### src/rtl/lupa_sensor_emu.sv
// -----------------------------------------------------------------------------
// lupa_sensor_emu
//   Transmit-side model of the LUPA300 parallel pixel port. Produces
//   oDATA_IMAGE / oLINE_VALID / oFRAME_VALID with programmable geometry and
//   blanking and one of four test patterns. It stands in for a real sensor
//   when exercising the capture path and the SDRAM/HDMI chain.
//
//   Ports
//     iCLOCK_80     in   pixel clock, all logic on the rising edge
//     RST_N         in   asynchronous active-low reset
//     iENABLE       in   1 = generate frames (sampled in IDLE / at VBLANK end)
//     iMODE[1:0]    in   0 H-ramp, 1 V-ramp, 2 checkerboard, 3 moving ramp
//     iINT_TIME     in   (LUPA_EMU_SLAVE_EN only) async frame trigger
//     oDATA_IMAGE   out  pixel value, 0 whenever oLINE_VALID = 0
//     oLINE_VALID   out  line valid
//     oFRAME_VALID  out  frame valid
//     oFRAME_CNT    out  completed frames, 8-bit wrapping
//     oBUSY         out  1 while the sequencer is not IDLE
//
//   Build option
//     LUPA_EMU_SLAVE_EN : when defined, a frame may only start after a
//     synchronised rising edge of iINT_TIME seen while FRAME_VALID is low.
//     When undefined the generator free-runs and iINT_TIME does not exist.
//
//   All outputs are registered. The output flops are loaded from the
//   next-state values so that they line up exactly with the state register.
// -----------------------------------------------------------------------------
module lupa_sensor_emu #(
   parameter int DATA_W   = 10,
   parameter int H_ACTIVE = 640,
   parameter int V_ACTIVE = 480,
   parameter int H_BLANK  = 40,
   parameter int FV_SETUP = 8,
   parameter int FV_HOLD  = 8,
   parameter int V_BLANK  = 400,
   parameter int CHK_LOG2 = 3
) (
   input  logic              iCLOCK_80,
   input  logic              RST_N,
   input  logic              iENABLE,
   input  logic [1:0]        iMODE,
`ifdef LUPA_EMU_SLAVE_EN
   input  logic              iINT_TIME,
`endif
   output logic [DATA_W-1:0] oDATA_IMAGE,
   output logic              oLINE_VALID,
   output logic              oFRAME_VALID,
   output logic [7:0]        oFRAME_CNT,
   output logic              oBUSY
);

   // One phase counter serves every timed state, so it is sized for the longest phase.
   localparam int MAX_A   = (H_ACTIVE > H_BLANK) ? H_ACTIVE : H_BLANK;
   localparam int MAX_B   = (FV_SETUP > FV_HOLD) ? FV_SETUP : FV_HOLD;
   localparam int MAX_C   = (MAX_A > MAX_B) ? MAX_A : MAX_B;
   localparam int CNT_MAX = (MAX_C > V_BLANK) ? MAX_C : V_BLANK;
   localparam int CNT_W   = (CNT_MAX > 1) ? $clog2(CNT_MAX) : 1;
   localparam int ROW_W   = (V_ACTIVE > 1) ? $clog2(V_ACTIVE) : 1;

   // Terminal counts; a zero-length phase never uses its value.
   localparam logic [CNT_W-1:0] H_ACT_LAST = CNT_W'(H_ACTIVE - 1);
   localparam logic [CNT_W-1:0] HB_LAST    = CNT_W'(H_BLANK - 1);
   localparam logic [CNT_W-1:0] SETUP_LAST = CNT_W'(FV_SETUP - 1);
   localparam logic [CNT_W-1:0] HOLD_LAST  = CNT_W'(FV_HOLD - 1);
   localparam logic [CNT_W-1:0] VB_LAST    = CNT_W'(V_BLANK - 1);
   localparam logic [ROW_W-1:0] V_LAST     = ROW_W'(V_ACTIVE - 1);

   typedef enum logic [2:0] {
      S_IDLE, S_FV_LEAD, S_LINE, S_HBLANK, S_FV_TRAIL, S_VBLANK
   } state_t;

   state_t              state_q, state_d;
   logic [CNT_W-1:0]    cnt_q, cnt_d;
   logic [ROW_W-1:0]    row_q, row_d;
   logic [1:0]          mode_q, mode_d;
   logic [7:0]          fcnt_q, fcnt_d;
   logic [DATA_W-1:0]   data_q, data_d;
   logic                lv_q, lv_d;
   logic                fv_q, fv_d;
   logic                busy_q, busy_d;
   logic                start_ok;
   logic                go_trail, go_fall, go_vend, go_start;

   // Pattern generator; arithmetic is done at 32 bits and truncated to DATA_W.
   function automatic logic [DATA_W-1:0] pix_value(input logic [1:0]       mode,
                                                   input logic [CNT_W-1:0] col,
                                                   input logic [ROW_W-1:0] row,
                                                   input logic [7:0]       fcnt);
      logic chk;
      chk = (((32'(col) >> CHK_LOG2) & 32'd1) != ((32'(row) >> CHK_LOG2) & 32'd1));
      case (mode)
         2'd0:    pix_value = DATA_W'(col);
         2'd1:    pix_value = DATA_W'(row);
         2'd2:    pix_value = {DATA_W{chk}};
         2'd3:    pix_value = DATA_W'(32'(col) + 32'(row) + 32'(fcnt));
         default: pix_value = '0;
      endcase
   endfunction

`ifdef LUPA_EMU_SLAVE_EN
   logic [2:0] int_sync_q, int_sync_d;
   logic       armed_q, armed_d;
   logic       int_rise;

   // Two synchroniser stages plus one history stage for edge detection.
   assign int_sync_d = {int_sync_q[1:0], iINT_TIME};
   assign int_rise   = int_sync_q[1] & ~int_sync_q[2];
   // A pending trigger also counts when it lands on the very cycle the frame may start.
   assign start_ok   = iENABLE & (armed_q | int_rise);

   // Trigger synchroniser and the armed flag that remembers an edge seen while FV is low.
   always_ff @(posedge iCLOCK_80 or negedge RST_N) begin
      if (!RST_N) begin
         int_sync_q <= 3'b000;
         armed_q    <= 1'b0;
      end else begin
         int_sync_q <= int_sync_d;
         armed_q    <= armed_d;
      end
   end
`else
   assign start_ok = iENABLE;
`endif

   // State register, counters, mode latch and registered outputs.
   always_ff @(posedge iCLOCK_80 or negedge RST_N) begin
      if (!RST_N) begin
         state_q <= S_IDLE;
         cnt_q   <= '0;
         row_q   <= '0;
         mode_q  <= 2'd0;
         fcnt_q  <= 8'd0;
         data_q  <= '0;
         lv_q    <= 1'b0;
         fv_q    <= 1'b0;
         busy_q  <= 1'b0;
      end else begin
         state_q <= state_d;
         cnt_q   <= cnt_d;
         row_q   <= row_d;
         mode_q  <= mode_d;
         fcnt_q  <= fcnt_d;
         data_q  <= data_d;
         lv_q    <= lv_d;
         fv_q    <= fv_d;
         busy_q  <= busy_d;
      end
   end

   // Next-state logic. Phase ends raise go_* flags which are then resolved in
   // order, so that any zero-length phase is skipped in the same cycle.
   always_comb begin
      state_d  = state_q;
      cnt_d    = cnt_q + 1'b1;
      row_d    = row_q;
      mode_d   = mode_q;
      fcnt_d   = fcnt_q;
      go_trail = 1'b0;
      go_fall  = 1'b0;
      go_vend  = 1'b0;
      go_start = 1'b0;
      case (state_q)
         S_IDLE: begin
            cnt_d = '0;
            if (start_ok) go_start = 1'b1;
            else          state_d  = S_IDLE;
         end
         S_FV_LEAD: begin
            if (cnt_q == SETUP_LAST) begin
               state_d = S_LINE;
               cnt_d   = '0;
            end else begin
               state_d = S_FV_LEAD;
            end
         end
         S_LINE: begin
            if (cnt_q == H_ACT_LAST) begin
               if (row_q == V_LAST) begin
                  go_trail = 1'b1;
               end else begin
                  row_d   = row_q + 1'b1;
                  cnt_d   = '0;
                  state_d = (H_BLANK != 0) ? S_HBLANK : S_LINE;
               end
            end else begin
               state_d = S_LINE;
            end
         end
         S_HBLANK: begin
            if (cnt_q == HB_LAST) begin
               state_d = S_LINE;
               cnt_d   = '0;
            end else begin
               state_d = S_HBLANK;
            end
         end
         S_FV_TRAIL: begin
            if (cnt_q == HOLD_LAST) go_fall = 1'b1;
            else                    state_d = S_FV_TRAIL;
         end
         S_VBLANK: begin
            if (cnt_q == VB_LAST) go_vend = 1'b1;
            else                  state_d = S_VBLANK;
         end
         default: begin
            state_d = S_IDLE;
            cnt_d   = '0;
         end
      endcase

      if (go_trail) begin
         if (FV_HOLD != 0) begin
            state_d = S_FV_TRAIL;
            cnt_d   = '0;
         end else begin
            go_fall = 1'b1;
         end
      end else begin
         go_fall = go_fall;
      end

      // FRAME_VALID falls here, so the frame counter steps with it.
      if (go_fall) begin
         fcnt_d = fcnt_q + 8'd1;
         if (V_BLANK != 0) begin
            state_d = S_VBLANK;
            cnt_d   = '0;
         end else begin
            go_vend = 1'b1;
         end
      end else begin
         fcnt_d = fcnt_d;
      end

      if (go_vend) begin
         if (start_ok) begin
            go_start = 1'b1;
         end else begin
            state_d = S_IDLE;
            cnt_d   = '0;
         end
      end else begin
         go_start = go_start;
      end

      // Frame start: the pattern mode is frozen for the whole frame.
      if (go_start) begin
         mode_d  = iMODE;
         row_d   = '0;
         cnt_d   = '0;
         state_d = (FV_SETUP != 0) ? S_FV_LEAD : S_LINE;
      end else begin
         mode_d = mode_d;
      end

`ifdef LUPA_EMU_SLAVE_EN
      if (go_start)
         armed_d = 1'b0;
      else if (int_rise && (state_q == S_IDLE || state_q == S_VBLANK))
         armed_d = 1'b1;
      else
         armed_d = armed_q;
`endif
   end

   // Output decode from the next state, loaded into the output flops.
   always_comb begin
      fv_d   = 1'b0;
      lv_d   = 1'b0;
      data_d = '0;
      busy_d = (state_d != S_IDLE);
      case (state_d)
         S_FV_LEAD, S_HBLANK, S_FV_TRAIL: fv_d = 1'b1;
         S_LINE: begin
            fv_d   = 1'b1;
            lv_d   = 1'b1;
            data_d = pix_value(mode_d, cnt_d, row_d, fcnt_d);
         end
         default: fv_d = 1'b0;
      endcase
   end

   assign oDATA_IMAGE  = data_q;
   assign oLINE_VALID  = lv_q;
   assign oFRAME_VALID = fv_q;
   assign oFRAME_CNT   = fcnt_q;
   assign oBUSY        = busy_q;

endmodule

### config.mk
export PLATFORM = sky130hd
export DESIGN_NAME = lupa_sensor_emu
export DESIGN_NICKNAME = d
export VERILOG_FILES = /design/src/rtl/lupa_sensor_emu.sv
export SDC_FILE = /design/constraint.sdc
export NUM_CORES = 1
export LEC_CHECK = 0
export ABC_AREA = 1
export CAP_MARGIN = 20
export CORE_MARGIN = 2
export CORE_UTILIZATION = 63
export CTS_CLUSTER_DIAMETER = 150
export DETAILED_ROUTE_END_ITERATION = 6
export PLACE_DENSITY = 0.94
export SLEW_MARGIN = 20
export SYNTH_ARGS = -nofsm -noshare
export SYNTH_HDL_FRONTEND = slang
export SYNTH_SLANG_ARGS = --single-unit
### constraint.sdc
create_clock -name iCLOCK_80 -period 10.55 [get_ports iCLOCK_80]
set_input_delay 1.5825 -clock iCLOCK_80 [delete_from_list [all_inputs] [get_ports iCLOCK_80]]
set_output_delay 1.5825 -clock iCLOCK_80 [all_outputs]
set_load 0.1 [all_outputs]
# Word level (Yosys, flattened, before mapping)
# Index checks and enable logic that the tools add are counted.
[totals]
regBits = 45
latchBits = 0
mem_bits_rw = 0
rom_bits = 0
out_inout_bits = 21
memories = 0
[op_classes]
addsub = 5
n_mul = 0
div = 0
order_cmp = 0
eq_ne = 18
shift = 0
muxes = 44
bitwise_logic = 0
n_reduce_logical = 5
[ops]
columns = ["cell", "count"]
rows = [
  ["two-way mux 10 bit", 10],
  ["case mux 10 bit (4 select lines)", 2],
  ["two-way mux 9 bit", 4],
  ["two-way mux 3 bit", 10],
  ["case mux 3 bit (6 select lines)", 1],
  ["two-way mux 1 bit", 14],
  ["equality test 3 x 2 -> 1 bit (second input constant)", 4],
  ["adder 10 x 1 -> 10 bit (second input constant)", 1],
  ["adder 10 x 8 -> 10 bit", 1],
  ["adder 10 x 9 -> 10 bit", 1],
  ["equality test 10 bit (second input constant)", 1],
  ["equality test 10 x 3 -> 1 bit (second input constant)", 1],
  ["equality test 10 x 6 -> 1 bit (second input constant)", 1],
  ["equality test 10 x 9 -> 1 bit (second input constant)", 1],
  ["adder 9 x 1 -> 9 bit (second input constant)", 1],
  ["equality test 3 bit (second input constant)", 3],
  ["equality test 9 bit (second input constant)", 1],
  ["adder 8 x 1 -> 8 bit (second input constant)", 1],
  ["two-way mux 8 bit", 1],
  ["equality test 3 x 1 -> 1 bit (second input constant)", 2],
  ["equality test 2 bit (second input constant)", 2],
  ["two-way mux 2 bit", 2],
  ["OR reduction 4 bit", 1],
  ["logical NOT 3 bit", 1],
  ["other kinds (5)", 5],
]

# Depth between registers and ports, before layout
[logic_depth]
ltp_word = 13
ltp_mapped = 29

# Least setup slack after synthesis
# Ideal clock, no wire load.
[synth_timing]
path_kind = "in2reg"
from = "input port iENABLE"
to = "register data_q[7], in the netlist oDATA_IMAGE[7]"
arrival_time_ps = 4083
required_time_ps = 10479
path_slack_ps = 6396
path_stages = 21
path_buffers = 0
cell_sequence = "inv_1 -> nand3_1 -> nand3_1 -> nor2_2 -> nand2_1 -> nor2_4 -> inv_2 -> or2_1 -> fa_1 -> inv_1 -> ha_1 -> a21oi_1 -> o21ai_0 -> nand2_1 -> nand2_1 -> nand2_1 -> nand3_1 -> nand2_1 -> o21ai_0 -> nor2_1 -> nor2_1"
[synth_between]
elab_chain_cells = 9
elab_cells_between_ends = 26
[synth_lines]
columns = ["item", "line_no", "rtl"]
rows = [
  ["start: declaration", "40", "input logic iENABLE,"],
  ["two-way mux 1 bit / two-way mux 3 bit (equally long branches)", "165", "if (start_ok) go_start = 1'b1;"],
  ["two-way mux 1 bit / case mux 3 bit (6 select lines) (equally long branches)", "162", "case (state_q)"],
  ["two-way mux 1 bit / two-way mux 3 bit (equally long branches)", "236, 211", ""],
  ["two-way mux 1 bit / two-way mux 3 bit (equally long branches)", "235, 223", ""],
  ["two-way mux 10 bit (tied with other cells)", "247", "if (go_start) begin"],
  ["adder 10 x 9 -> 10 bit / two-way mux 3 bit (equally long branches)", "95, 235", ""],
  ["adder 10 x 8 -> 10 bit / two-way mux 3 bit (equally long branches)", "95, 247", ""],
  ["case mux 10 bit (4 select lines) / equality test 3 x 2 -> 1 bit (equally long branches)", "91, 272", ""],
  ["two-way mux 10 bit *", "272", "case (state_d)"],
  ["named net data_d[7]", "77", "logic [DATA_W-1:0] data_q, data_d;"],
  ["end signal: assignment", "143", "data_q <= data_d;"],
  ["end: declaration", "77", ""],
]
# Mark *: on every way through the listed nets, which the timed path passes. The rest lies on a longest branch.

# Final worst setup path
# Same ends and word-level chain as after synthesis.

==> run metrics <==
status completed; initial DRC count 238; CP Buf/Inv Count 4; Worst path top cell family by delay simple AND/OR/NAND/NOR gates; Seq cells post-synth 45; crit path launch type primary input; yosys warns 0; Root Driver clkbuf_8; pin count of the biggest net entering global routing 46; vias in the first global route 2929; H-Tree Depth 2; DP HPWL 6090 um; Die W 75.0 um; Avg WL per Cell 15.8 um; initial core utilization 0.664; Max-Cap Viols 0; Core Region 4790 um^2; final slew viol count 0; fin crit period 5.10 ns; pwr dens 91.6 nW/um^2; sequential element share of the synthesized area 0.354; Clock Pin Slew Worst Setup and Hold Paths 0.09 ns; worst slew pin tran 0.971 ns; Gate Count Post-Synth 422; hold_ws 0.517 ns; DRC 0; crit share post-route 0.484; Vias 3003; Mapped Area 3180 um^2; antenna viol nets, final 0; first-pass GRT wire length 13400 um; final global-route overflow total 0; skew final 0.0116 ns; cts repair resizes 0; CP Cell Sequence clkdlybuf4s50_1 -> inv_1 -> nand3_1 -> nand3_1 -> nor2_2 -> nand2_1 -> nor2_4 -> inv_2 -> or2_1 -> fa_1 -> inv_1 -> ha_1 -> a21oi_1 -> o21ai_0 -> nand2_1 -> nand2_1 -> nand2_1 -> nand3_1 -> nand2_1 -> o21ai_0 -> nor2_1 -> nor2_1; number of core rows 25; port bufs 25; initial antenna violation count 0; Clock Path Buffers 2; Setup crit end kind flip-flop; total CTS buffers 5; die height 75.0 um; worst min path class reg -> reg; Worst path slowest cell clkdlybuf4s50_1; critical path fanouts, max 5; slowest stage delay, CP 0.56 ns; die area 5630 um^2; # hold bufs at CTS 0; gr usage total 0.321; Post-Syn Area per Cell 7.53 um^2; ratio of cells with drive above 1 in the final layout 0.0925; TritonCTS clock tree done; Slew HR 0.351; final setup vio count 0; CTS sink cnt 45; Final Wtd Congestion 0.947; synth-to-layout area growth 14.5%; Mapped Nets 449; synth unique cells 36; Pre-antenna DRT Iters 5; WL final 8210 um; clk_lat worst skew 0.31 ns; critical path class in -> reg; # diodes 0; Layout Nets 480; dominant cell type by count on the critical path nand2_1; Max rail drop VDD 74.0 uV; Worst Path Arrival 5.33 ns; Leakage 1.91 nW; Ports 26; unrepaired setup endpoints after global routing false; final hold violations 0; DR vias/cell 5.76; Post-CTS Setup Inserts 0; sum of negative setup slack 0 ns; fmax 0.196 GHz; data required time of the worst path 10.78 ns
## cells by family after synthesis
kind of cell / synth area share
xor gates and xnor gates: 0.0303
and+or+nand+nor: 0.305
AOI/OAI and AO/OA: 0.0929
muxes: 0.00354
buffers and inverters: 0.109
DFF: 0.354
adders and majority gates: 0.105
## power breakdown
part / total, mW / leakage (nW) / internal [mW] / switching (mW)
Combinational: 0.00524 / 1.26 / 0.00126 / 0.00398
Sequential: 0.172 / 0.588 / 0.172 / 0
Clock: 0.156 / 0.0681 / 0.0941 / 0.0618
## placed cells by master (no fill, tap or decap), drive strengths merged, types with 14 or more instances in the layout
| cell | n |
|---|---|
| nand2 | 97 |
| inv | 91 |
| dfrtp | 45 |
| nor2 | 41 |
| nand3 | 38 |
| clkdlybuf4s50 | 24 |
| o21ai | 23 |
| a21oi | 22 |
| ha | 14 |
## worst paths after layout
check / start / endpoint / slack [ns] / cells past startpoint
max in group asynchronous: RST_N / row_q[7] / 8.89 / 1
hold / removal: oFRAME_CNT[7] / oFRAME_CNT[7] / 0.52 / 1
hold reg to reg: oFRAME_CNT[7] / oFRAME_CNT[7] / 0.52 / 1
setup / recovery: iENABLE / oDATA_IMAGE[7] / 5.45 / 22
setup reg to reg: cnt_q[0] / oDATA_IMAGE[7] / 6.36 / 25
min in group asynchronous: RST_N / oDATA_IMAGE[2] / 1.27 / 1
## cell type report
type                       instances  area, um^2
multi-input combinational        285        1710
fill                             319        1150
sequential                        45        1130
inverter                          91         342
timing repair buffer              25         248
tap                               67        83.8
clock buffer                       5        68.8
clock inverter                     3        65.1
## cell usage after synthesis, drive strengths merged
library cell,number,share of area
xor2,8,0.022
or2,5,0.0098
mux2,1,0.0035
a31oi,2,0.0039
inv,91,0.11
a21oi,22,0.036
o21a,1,0.0024
xnor2,3,0.0083
a21boi,1,0.0024
o21ai,23,0.041
buf,1,0.0016
or3,1,0.0020
nand3,38,0.070
ha,14,0.055
nand4,8,0.016
o211ai,2,0.0047
dfrtp,45,0.35
nand3b,1,0.0024
nor2,41,0.065
nand2,97,0.13
nor3,8,0.013
o311ai,1,0.0028
fa,8,0.050
## sequential cells by signal (all words and copies together), names as in the netlist
signal	flops
oFRAME_CNT	8
row_q	9
oDATA_IMAGE	10
oBUSY	1
state_q	3
mode_q	2
oFRAME_VALID	1
cnt_q	10
oLINE_VALID	1
## per-layer routing
| metal | wire length [um] | track usage | up-vias |
|---|---|---|---|
| met1 | 3080 | 0.381 | 1372 |
| met5 | 0 | 0 | - |
| met2 | 3970 | 0.532 | 199 |
| met3 | 793 | 0.0817 | 40 |
| li1 | - | - | 1392 |
| met4 | 378 | 0.177 | 0 |
## through the flow
step / power, mW / util / setup WS (ns) / cells / area [um^2]
global placement: 0.181 / 0.732 / 5.61 / 513 / 3500
global route: 0.341 / 0.761 / 5.27 / 521 / 3640
finish: 0.333 / 0.761 / 5.45 / 521 / 3640
detailed placement: 0.181 / 0.732 / 5.42 / 513 / 3500
floorplan: 0.176 / - / 6.40 / 422 / 3180
CTS: 0.334 / 0.760 / 5.62 / 521 / 3640
(Power assumes the default switching activity.)
